==> src/rtl/rtc_pkg.sv <==
// rtc_pkg: shared widths, limits and the 24h -> 12h display helper for the
// real-time clock core.
//   SEC_W/MIN_W/HR_W    : field widths of seconds, minutes, hours
//   SEC_MAX/MIN_MAX/HR_MAX : last legal value of each field
//   to_12h(hr)          : returns {pm, hr12} for a 24-hour hour value
package rtc_pkg;

  localparam int SEC_W = 6;
  localparam int MIN_W = 6;
  localparam int HR_W  = 5;

  localparam logic [SEC_W-1:0] SEC_MAX = 6'd59;
  localparam logic [MIN_W-1:0] MIN_MAX = 6'd59;
  localparam logic [HR_W-1:0]  HR_MAX  = 5'd23;

  // hr 0 shows as 12 (midnight), 13..23 fold down by 12, pm from hr >= 12
  function automatic logic [HR_W:0] to_12h(input logic [HR_W-1:0] hr);
    logic            pm;
    logic [HR_W-1:0] hr12;
    pm = (hr >= 5'd12);
    if (hr == '0) begin
      hr12 = 5'd12;
    end else if (hr > 5'd12) begin
      hr12 = hr - 5'd12;
    end else begin
      hr12 = hr;
    end
    return {pm, hr12};
  endfunction

endpackage

==> src/rtl/rtc_clk_param_prescaler.sv <==
// rtc_prescaler: divides clk down to a one-cycle tick every CLK_FREQ_HZ
// enabled cycles.
//   clk   : system clock
//   reset : synchronous active-high reset, clears the count
//   en    : count enable; the count holds while low
//   clr   : synchronous clear back to phase 0 (used by time-set)
//   tick  : high during the cycle whose edge wraps CLK_FREQ_HZ-1 -> 0
module rtc_prescaler #(
  parameter int CLK_FREQ_HZ = 100_000_000,
  parameter int PRESC_W     = $clog2(CLK_FREQ_HZ)
) (
  input  logic clk,
  input  logic reset,
  input  logic en,
  input  logic clr,
  output logic tick
);

  localparam logic [PRESC_W-1:0] LAST = PRESC_W'(CLK_FREQ_HZ - 1);

  logic [PRESC_W-1:0] cnt;

  // combinational so the consumer can act on the same edge as the wrap
  assign tick = en && (cnt == LAST);

  always_ff @(posedge clk) begin
    if (reset) begin
      cnt <= '0;
    end else if (clr) begin
      cnt <= '0;
    end else if (en) begin
      cnt <= tick ? '0 : cnt + PRESC_W'(1);
    end
  end

endmodule

==> src/rtl/rtc_clk_param.sv <==
// rtc_clk_param: HH:MM:SS clock core with run/pause, range-checked time set,
// 12/24-hour display and tick/rollover strobes.
//   clk, reset          : system clock, synchronous active-high reset
//   run_en              : advance time when high, hold when low
//   mode_12h            : display hours as 1..12 when high, 0..23 when low
//   set_valid, set_*    : one-cycle load of a 24-hour time
//   seconds/minutes/hours_out, pm_out : displayed time
//   sec_tick, day_tick  : pulses with each new second / midnight rollover
//   set_err             : pulse when a set carried an out-of-range field
// Optional alarm when RTC_ALARM_EN is defined:
//   alarm_set, alarm_hours, alarm_minutes : store alarm time (range checked)
//   alarm_arm           : enable alarm
//   alarm_pulse         : pulse when a tick reaches alarm_hh:alarm_mm:00
module rtc_clk_param
  import rtc_pkg::*;
#(
  parameter int CLK_FREQ_HZ = 100_000_000,
  parameter int PRESC_W     = $clog2(CLK_FREQ_HZ)
) (
  input  logic             clk,
  input  logic             reset,
  input  logic             run_en,
  input  logic             mode_12h,
  input  logic             set_valid,
  input  logic [SEC_W-1:0] set_seconds,
  input  logic [MIN_W-1:0] set_minutes,
  input  logic [HR_W-1:0]  set_hours,
  output logic [SEC_W-1:0] seconds_out,
  output logic [MIN_W-1:0] minutes_out,
  output logic [HR_W-1:0]  hours_out,
  output logic             pm_out,
  output logic             sec_tick,
  output logic             day_tick,
  output logic             set_err
`ifdef RTC_ALARM_EN
  ,
  input  logic             alarm_set,
  input  logic [HR_W-1:0]  alarm_hours,
  input  logic [MIN_W-1:0] alarm_minutes,
  input  logic             alarm_arm,
  output logic             alarm_pulse
`endif
);

  logic [SEC_W-1:0] sec, sec_n;
  logic [MIN_W-1:0] min, min_n;
  logic [HR_W-1:0]  hr, hr_n, hr12;
  logic             day_wrap;
  logic             tick;
  logic             set_ok;

  assign set_ok = set_valid && (set_seconds <= SEC_MAX) &&
                  (set_minutes <= MIN_MAX) && (set_hours <= HR_MAX);

  // an accepted set restarts the second from phase 0
  rtc_prescaler #(
    .CLK_FREQ_HZ(CLK_FREQ_HZ),
    .PRESC_W    (PRESC_W)
  ) u_presc (
    .clk  (clk),
    .reset(reset),
    .en   (run_en),
    .clr  (set_ok),
    .tick (tick)
  );

  always_comb begin
    sec_n    = sec + 6'd1;
    min_n    = min;
    hr_n     = hr;
    day_wrap = 1'b0;
    if (sec == SEC_MAX) begin
      sec_n = '0;
      if (min == MIN_MAX) begin
        min_n = '0;
        if (hr == HR_MAX) begin
          hr_n     = '0;
          day_wrap = 1'b1;
        end else begin
          hr_n = hr + 5'd1;
        end
      end else begin
        min_n = min + 6'd1;
      end
    end
  end

  always_ff @(posedge clk) begin
    if (reset) begin
      sec      <= '0;
      min      <= '0;
      hr       <= '0;
      sec_tick <= 1'b0;
      day_tick <= 1'b0;
      set_err  <= 1'b0;
    end else begin
      sec_tick <= 1'b0;
      day_tick <= 1'b0;
      set_err  <= 1'b0;
      if (set_ok) begin
        // set wins over a coincident wrap; that tick is dropped
        sec <= set_seconds;
        min <= set_minutes;
        hr  <= set_hours;
      end else begin
        if (set_valid) begin
          set_err <= 1'b1;
        end
        if (tick) begin
          sec      <= sec_n;
          min      <= min_n;
          hr       <= hr_n;
          sec_tick <= 1'b1;
          day_tick <= day_wrap;
        end
      end
    end
  end

`ifdef RTC_ALARM_EN
  logic [HR_W-1:0]  alarm_hr;
  logic [MIN_W-1:0] alarm_min;

  always_ff @(posedge clk) begin
    if (reset) begin
      alarm_hr    <= '0;
      alarm_min   <= '0;
      alarm_pulse <= 1'b0;
    end else begin
      if (alarm_set && (alarm_hours <= HR_MAX) && (alarm_minutes <= MIN_MAX)) begin
        alarm_hr  <= alarm_hours;
        alarm_min <= alarm_minutes;
      end
      // only a tick can fire it, so a set landing on the alarm time is silent
      alarm_pulse <= tick && !set_ok && alarm_arm && (sec_n == '0) &&
                     (min_n == alarm_min) && (hr_n == alarm_hr);
    end
  end
`endif

  assign {pm_out, hr12} = to_12h(hr);
  assign seconds_out    = sec;
  assign minutes_out    = min;
  assign hours_out      = mode_12h ? hr12 : hr;

endmodule

==> config.mk <==
export PLATFORM = sky130hd
export DESIGN_NAME = rtc_clk_param
export DESIGN_NICKNAME = d
export VERILOG_FILES = /design/src/rtl/rtc_pkg.sv /design/src/rtl/rtc_clk_param_prescaler.sv /design/src/rtl/rtc_clk_param.sv
export SDC_FILE = /design/constraint.sdc
export NUM_CORES = 1
export LEC_CHECK = 0
export ABC_CLOCK_PERIOD_IN_PS = 1800
export CORE_MARGIN = 2
export CORE_UTILIZATION = 48
export CTS_CLUSTER_SIZE = 10
export DETAILED_ROUTE_END_ITERATION = 7
export GPL_TIMING_DRIVEN = 0
export PLACE_DENSITY_LB_ADDON = 0.1
export SKIP_LAST_GASP = 1
export SLEW_MARGIN = 20
export SYNTH_ARGS = -nofsm -noshare
export SYNTH_HDL_FRONTEND = slang
export SYNTH_SLANG_ARGS = --single-unit
==> constraint.sdc <==
create_clock -name clk -period 1.8 [get_ports clk]
set_input_delay 0.27 -clock clk [delete_from_list [all_inputs] [get_ports clk]]
set_output_delay 0.27 -clock clk [all_outputs]
set_load 0.02 [all_outputs]
==> Word-level counts from Yosys, hierarchy flattened <==
Index checks and enable logic that the tools add are counted.
{ "totals": {"reg_bits": 47, "in_bits": 22, "output_inout_bits": 21, "word_cells": 55} }
{ "classes": {"add_sub_neg": 5, "order_cmp": 5, "eq_ne": 4, "muxes": 19, "bitwise": 3, "n_reduce_logical": 12} }
{ "ops": {"columns": ["op", "n"], "rows": [
  ["$mux W6", 7],
  ["$mux W5", 8],
  ["$add A27 B1 Y27 const B", 1],
  ["$eq A27 B27 Y1 const B", 1],
  ["$mux W27", 1],
  ["$add A6 B1 Y6 const B", 2],
  ["$eq A6 B6 Y1 const B", 2],
  ["$le A6 B6 Y1 const B", 2],
  ["$reduce_bool A2 Y1", 3],
  ["$add A5 B1 Y5 const B", 1],
  ["$eq A5 B5 Y1 const B", 1],
  ["$ge A5 B4 Y1 const B", 1],
  ["$gt A5 B4 Y1 const B", 1],
  ["$le A5 B5 Y1 const B", 1],
  ["$logic_not A5 Y1", 1],
  ["$reduce_or A5 Y1", 1],
  ["$sub A5 B4 Y5 const B", 1],
  ["$logic_and A1 B1 Y1", 4],
  ["$mux W1", 3],
  ["$not A1 Y1", 3],
  ["$reduce_and A3 Y1", 1],
  ["$reduce_and A2 Y1", 1],
  ["$reduce_or A2 Y1", 1]
]} }

==> Longest topological paths before layout <==
{ "logic_depth": {"ltp_word": 6, "mapped_depth": 8} }

==> Hierarchy <==
A second synthesis with hierarchy kept.
{ "hier_totals": {"hier_cells": 343, "hier_area_um2": 2887.8} }
{ "modules_own_cells": {"columns": ["mod", "n_inst", "cells_per_inst", "area_each_um2"], "rows": [
  ["rtc_prescaler", 1, 175, 1566.5],
  ["rtc_clk_param", 1, 168, 1321.3]
]} }

==> Worst setup path after synthesis <==
No wires, ideal clock.
{ "synth_timing": {"path_kind": "register -> output", "startpoint": "register hr[2]", "endpoint": "output hours_out[4]", "arrival_ps": 1621, "required_time_ps": 1530, "setup_slack_ps": -91, "stages_incl_launch_ff": 4, "n_path_buf": 0, "cell_sequence": "dfxtp_1 -> ha_1 -> or4_1 -> a21boi_0"} }
{ "synth_between": {"elab_chain_len": 4} }
{ "synth_rtl": {"columns": ["item", "line", "text"], "rows": [
  ["start: declaration", "rtc_clk_param.sv:47", "logic [HR_W-1:0] hr, hr_n, hr12;"],
  ["start signal: assignment", "rtc_clk_param.sv:104", "hr <= set_hours;"],
  ["start signal: assignment", "rtc_clk_param.sv:112", "hr <= hr_n;"],
  ["$sub A5 B4 Y5 / $gt A5 B4 Y1 (equally long branches)", "rtc_pkg.sv:24, rtc_pkg.sv:23", null],
  ["$mux W5", "rtc_pkg.sv:23", "end else if (hr > 5'd12) begin"],
  ["$mux W5 (*)", "rtc_pkg.sv:21", "if (hr == '0) begin"],
  ["$mux W5 (*)", "rtc_clk_param.sv:144", "assign hours_out = mode_12h ? hr12 : hr;"],
  ["end: declaration", "rtc_clk_param.sv:30", "output logic [HR_W-1:0] hours_out,"]
]} }
Mark *: on every way between the ends. The rest lies on a longest branch, timed or not.

==> Final worst setup path <==
Ends and elaborated chain as after synthesis.

==> impl_metrics.tcl <==
set metrics [dict create \
    via_per_inst 5.59 \
    cts_root_buf "sky130_fd_sc_hd__clkbuf_8" \
    layout_common_cells "sky130_fd_sc_hd__nor2_1, sky130_fd_sc_hd__clkdlybuf4s50_1, sky130_fd_sc_hd__dfxtp_1, sky130_fd_sc_hd__nand2_1, sky130_fd_sc_hd__xor2_1" \
    clock_edge_transition_at_the_registers_on_the_reported_setup_and_hold_paths_ps 80 \
    avgRoutedWirePerCell_um 15.1 \
    ys_top_cells_by_area "sky130_fd_sc_hd__dfxtp_1, sky130_fd_sc_hd__nor2_1, sky130_fd_sc_hd__xor2_1" \
    max_cap_violations 0 \
    tightest_slew_ps 589 \
    cts_tree "built" \
    vias 2444 \
    cts_max_level 2 \
    number_of_standard_cell_rows_in_the_floorplan 26 \
    antenna_found_initial 0 \
    routed_wl_um 6610 \
    final-max-slew-violation-count 0 \
    grt_start_max_net_pins 13 \
    yosys_warning_total 0 \
    final_common_cell "sky130_fd_sc_hd__nor2_1" \
    drtIter0Drc 138 \
    syn_nets 334 \
    layout_min_cycle_time_ps 1890 \
    route.detailed.drc 0 \
    wire_length_of_the_first_global_routing_pass_um 11200 \
    synth_largest_type_area_fraction_pct 36.7 \
    cp.arrival_ps 1620 \
    yosysSeqAreaShare_pct 36.7 \
    ys_async_sr_fraction_pct 0 \
    timing.critical_path.cells "ha_4 -> or4_4 -> a21boi_2 -> buf_6" \
    violations "negative setup slack" \
    flow.area_growth_from_synthesis_pct 36.5 \
    gpl.final_weighted_congestion 0.853 \
    routed-wl-met3_um 294 \
    insertedDiodeCount 0 \
    r2r_setup_slack_ps 40 \
    synth_area_leader_cell "sky130_fd_sc_hd__dfxtp_1" \
    layout-drive-gt1-share_pct 24.3 \
    cp-start-kind "flip-flop" \
    crit_path_top_delay_cell "sky130_fd_sc_hd__or4_4" \
    drt-pass1-iter-count 4 \
    fin_tns_setup_ps -90.9 \
    cts_max_path_buffers 2 \
    wl_met2_um 3280 \
    detailedPlacementHpwl_um 4450 \
    path_max_fanout 5 \
    power_density_nw_per_um2 598 \
    standby_leakage_power_nw 1.32 \
    design.final.nets 398 \
    die_x_um 77.1 \
    path_delay_family "simple AND/OR/NAND/NOR gates" \
    numPortBuffers 42 \
    slew_headroom_pct 60.7 \
    syn-cell-area_um2 2560 \
    dpl.cell_count 416 \
    floorplan.io_pins 43 \
    critPathCaptureType "output port" \
    clock-skew-final_ps 6.60 \
    netlist-cell-type-count 56 \
    crit_type "flip-flop to output port" \
    die-height_um 77.1 \
    maxUsedRoutingLayer "met4" \
    cts_made_buffers 5 \
    min_period_over_period_pct 105 \
    dieArea_um2 5940 \
    timing.critical_path.buf_inv 1 \
    worst_ir_drop_vdd_uv 450 \
    status "finished with violations" \
    synth_edf_count 0 \
    non_filler_cells_in_the_finished_layout 437 \
    grt_pass1_vias 2361 \
    required_time_reported_for_the_critical_path_endpoint_ps 1530 \
    slowest_delay_ps 510 \
    syn-mean-instance-area_um2 8.43 \
    grt_remaining_overflow 0 \
    wirelength_met1_um 2950 \
    final_non_filler_cell_area_um2 3500 \
    worst_hold_path_type "flip-flop to flip-flop" \
    cts_sinks 47 \
    design.core.area_um2 5140 \
    rsz0062_at_grt "true" \
    syn_inst 304 \
    post-route-worst-setup-slack_ps -90.9 \
    placed_area_um2 3080 \
    track_usage_pct 23.1 \
    clkLatencyLatePin_ps 300 \
    postRouteAntennaNets 0 \
    start_util_pct 49.9 \
    timing.final.setup_violations 1 \
    report.final.hold_viol_count 0 \
    synth_seq_cells 47 \
    max_clock_freq_ghz 0.529 \
    synth_flop_cell "sky130_fd_sc_hd__dfxtp_1" \
]
[final cells by class]
cell class / count / area, um^2
Tap cell: 70 / 87.6
Fill cell: 458 / 1640
Timing Repair Buffer: 58 / 518
Sequential cell: 47 / 980
Inverter: 8 / 30.0
Multi-Input combinational cell: 239 / 1730
Buffer: 9 / 77.6
Clock buffer: 6 / 72.6
[routing by layer]
layer	global-route usage [%]	vias up
met1	29.0	1157
li1	-	1225
met2	39.8	54
met4	6.61	0
met5	0	-
met3	5.06	8
[worst reg2reg max path, cell delays in order (launching register included)]
cell and delay, ps:
sky130_fd_sc_hd__dfxtp_4 380, sky130_fd_sc_hd__nand4_4 170, sky130_fd_sc_hd__nor4_4 270, sky130_fd_sc_hd__buf_4 190, sky130_fd_sc_hd__nand2_4 70, sky130_fd_sc_hd__buf_8 140, sky130_fd_sc_hd__buf_8 140, sky130_fd_sc_hd__o2111ai_4 200
sky130_fd_sc_hd__o31ai_2 90
[synth_stat cells (all sizes together) (3+ instances only)]
master,instances
dfxtp,47
nor2,46
o2111ai,4
and4,3
clkbuf,5
a21boi,3
a31oi,4
buf,5
o21ai,13
xnor2,9
nor3,4
or3,3
inv,8
a211oi,4
xor2,19
a21oi,7
and3,8
o31ai,3
nand4,18
nand3,15
and2,6
nand2,27
mux2i,8
ha,8
[cell families after synthesis]
kind of cell / Yosys count / share of synthesized area (%)
AOI/OAI and AO/OA: 51 / 13.8
adders and majority gates: 8 / 3.90
buffers and inverters: 18 / 3.22
DFF: 47 / 36.7
muxes: 9 / 3.56
and+or+nand+nor: 143 / 29.3
xor gates and xnor gates: 28 / 9.57
[timing repair]
action | in CTS | in global routing
resized for setup | 76 | 33
hold buffers | 0 | 0
endpoints found under the setup margin | 50 | 31
setup buffers | 13 | 3
cloned | 0 | 0
pin swaps | 17 | 15
[path summary, 6_finish.rpt]
path | cells after the start | start | endpoint
setup / recovery | 4 | hr[2]$_SDFFE_PP0P_ | hours_out[4]
hold / removal | 2 | seconds_out[1]$_SDFFE_PP0P_ | seconds_out[1]$_SDFFE_PP0P_
setup reg to reg | 8 | u_presc.cnt[5]$_SDFFE_PP0P_ | hr[1]$_SDFFE_PP0P_
hold reg to reg | 2 | seconds_out[1]$_SDFFE_PP0P_ | seconds_out[1]$_SDFFE_PP0P_
[power by group]
part / leakage [nW] / switching [mW] / internal, mW
clock: 0.0371 / 0.319 / 0.259
sequential: 0.392 / 0.0442 / 1.07
combinational: 0.890 / 0.207 / 0.198
total: 1.32 / 0.570 / 1.52
[sequential cells by signal, summed over array words and instances, names as in the netlist]
signal,cells
u_presc.cnt,27
set_err,1
minutes_out,6
hr,5
sec_tick,1
seconds_out,6
day_tick,1
[per-stage QoR]
step                      setup WS, ps  util, %  hold WS [ps]  power, mW
after floorplan                   23.0        -           374       1.31
after global placement            -619     59.9           481       1.48
after detailed placement          -655     59.9           489       1.48
after CTS                         -121     66.3           508       2.10
after global routing              -143     68.1           548       2.20
final                            -90.9     68.1           518       2.09
Note: power is estimated with default switching activity, not from simulation.
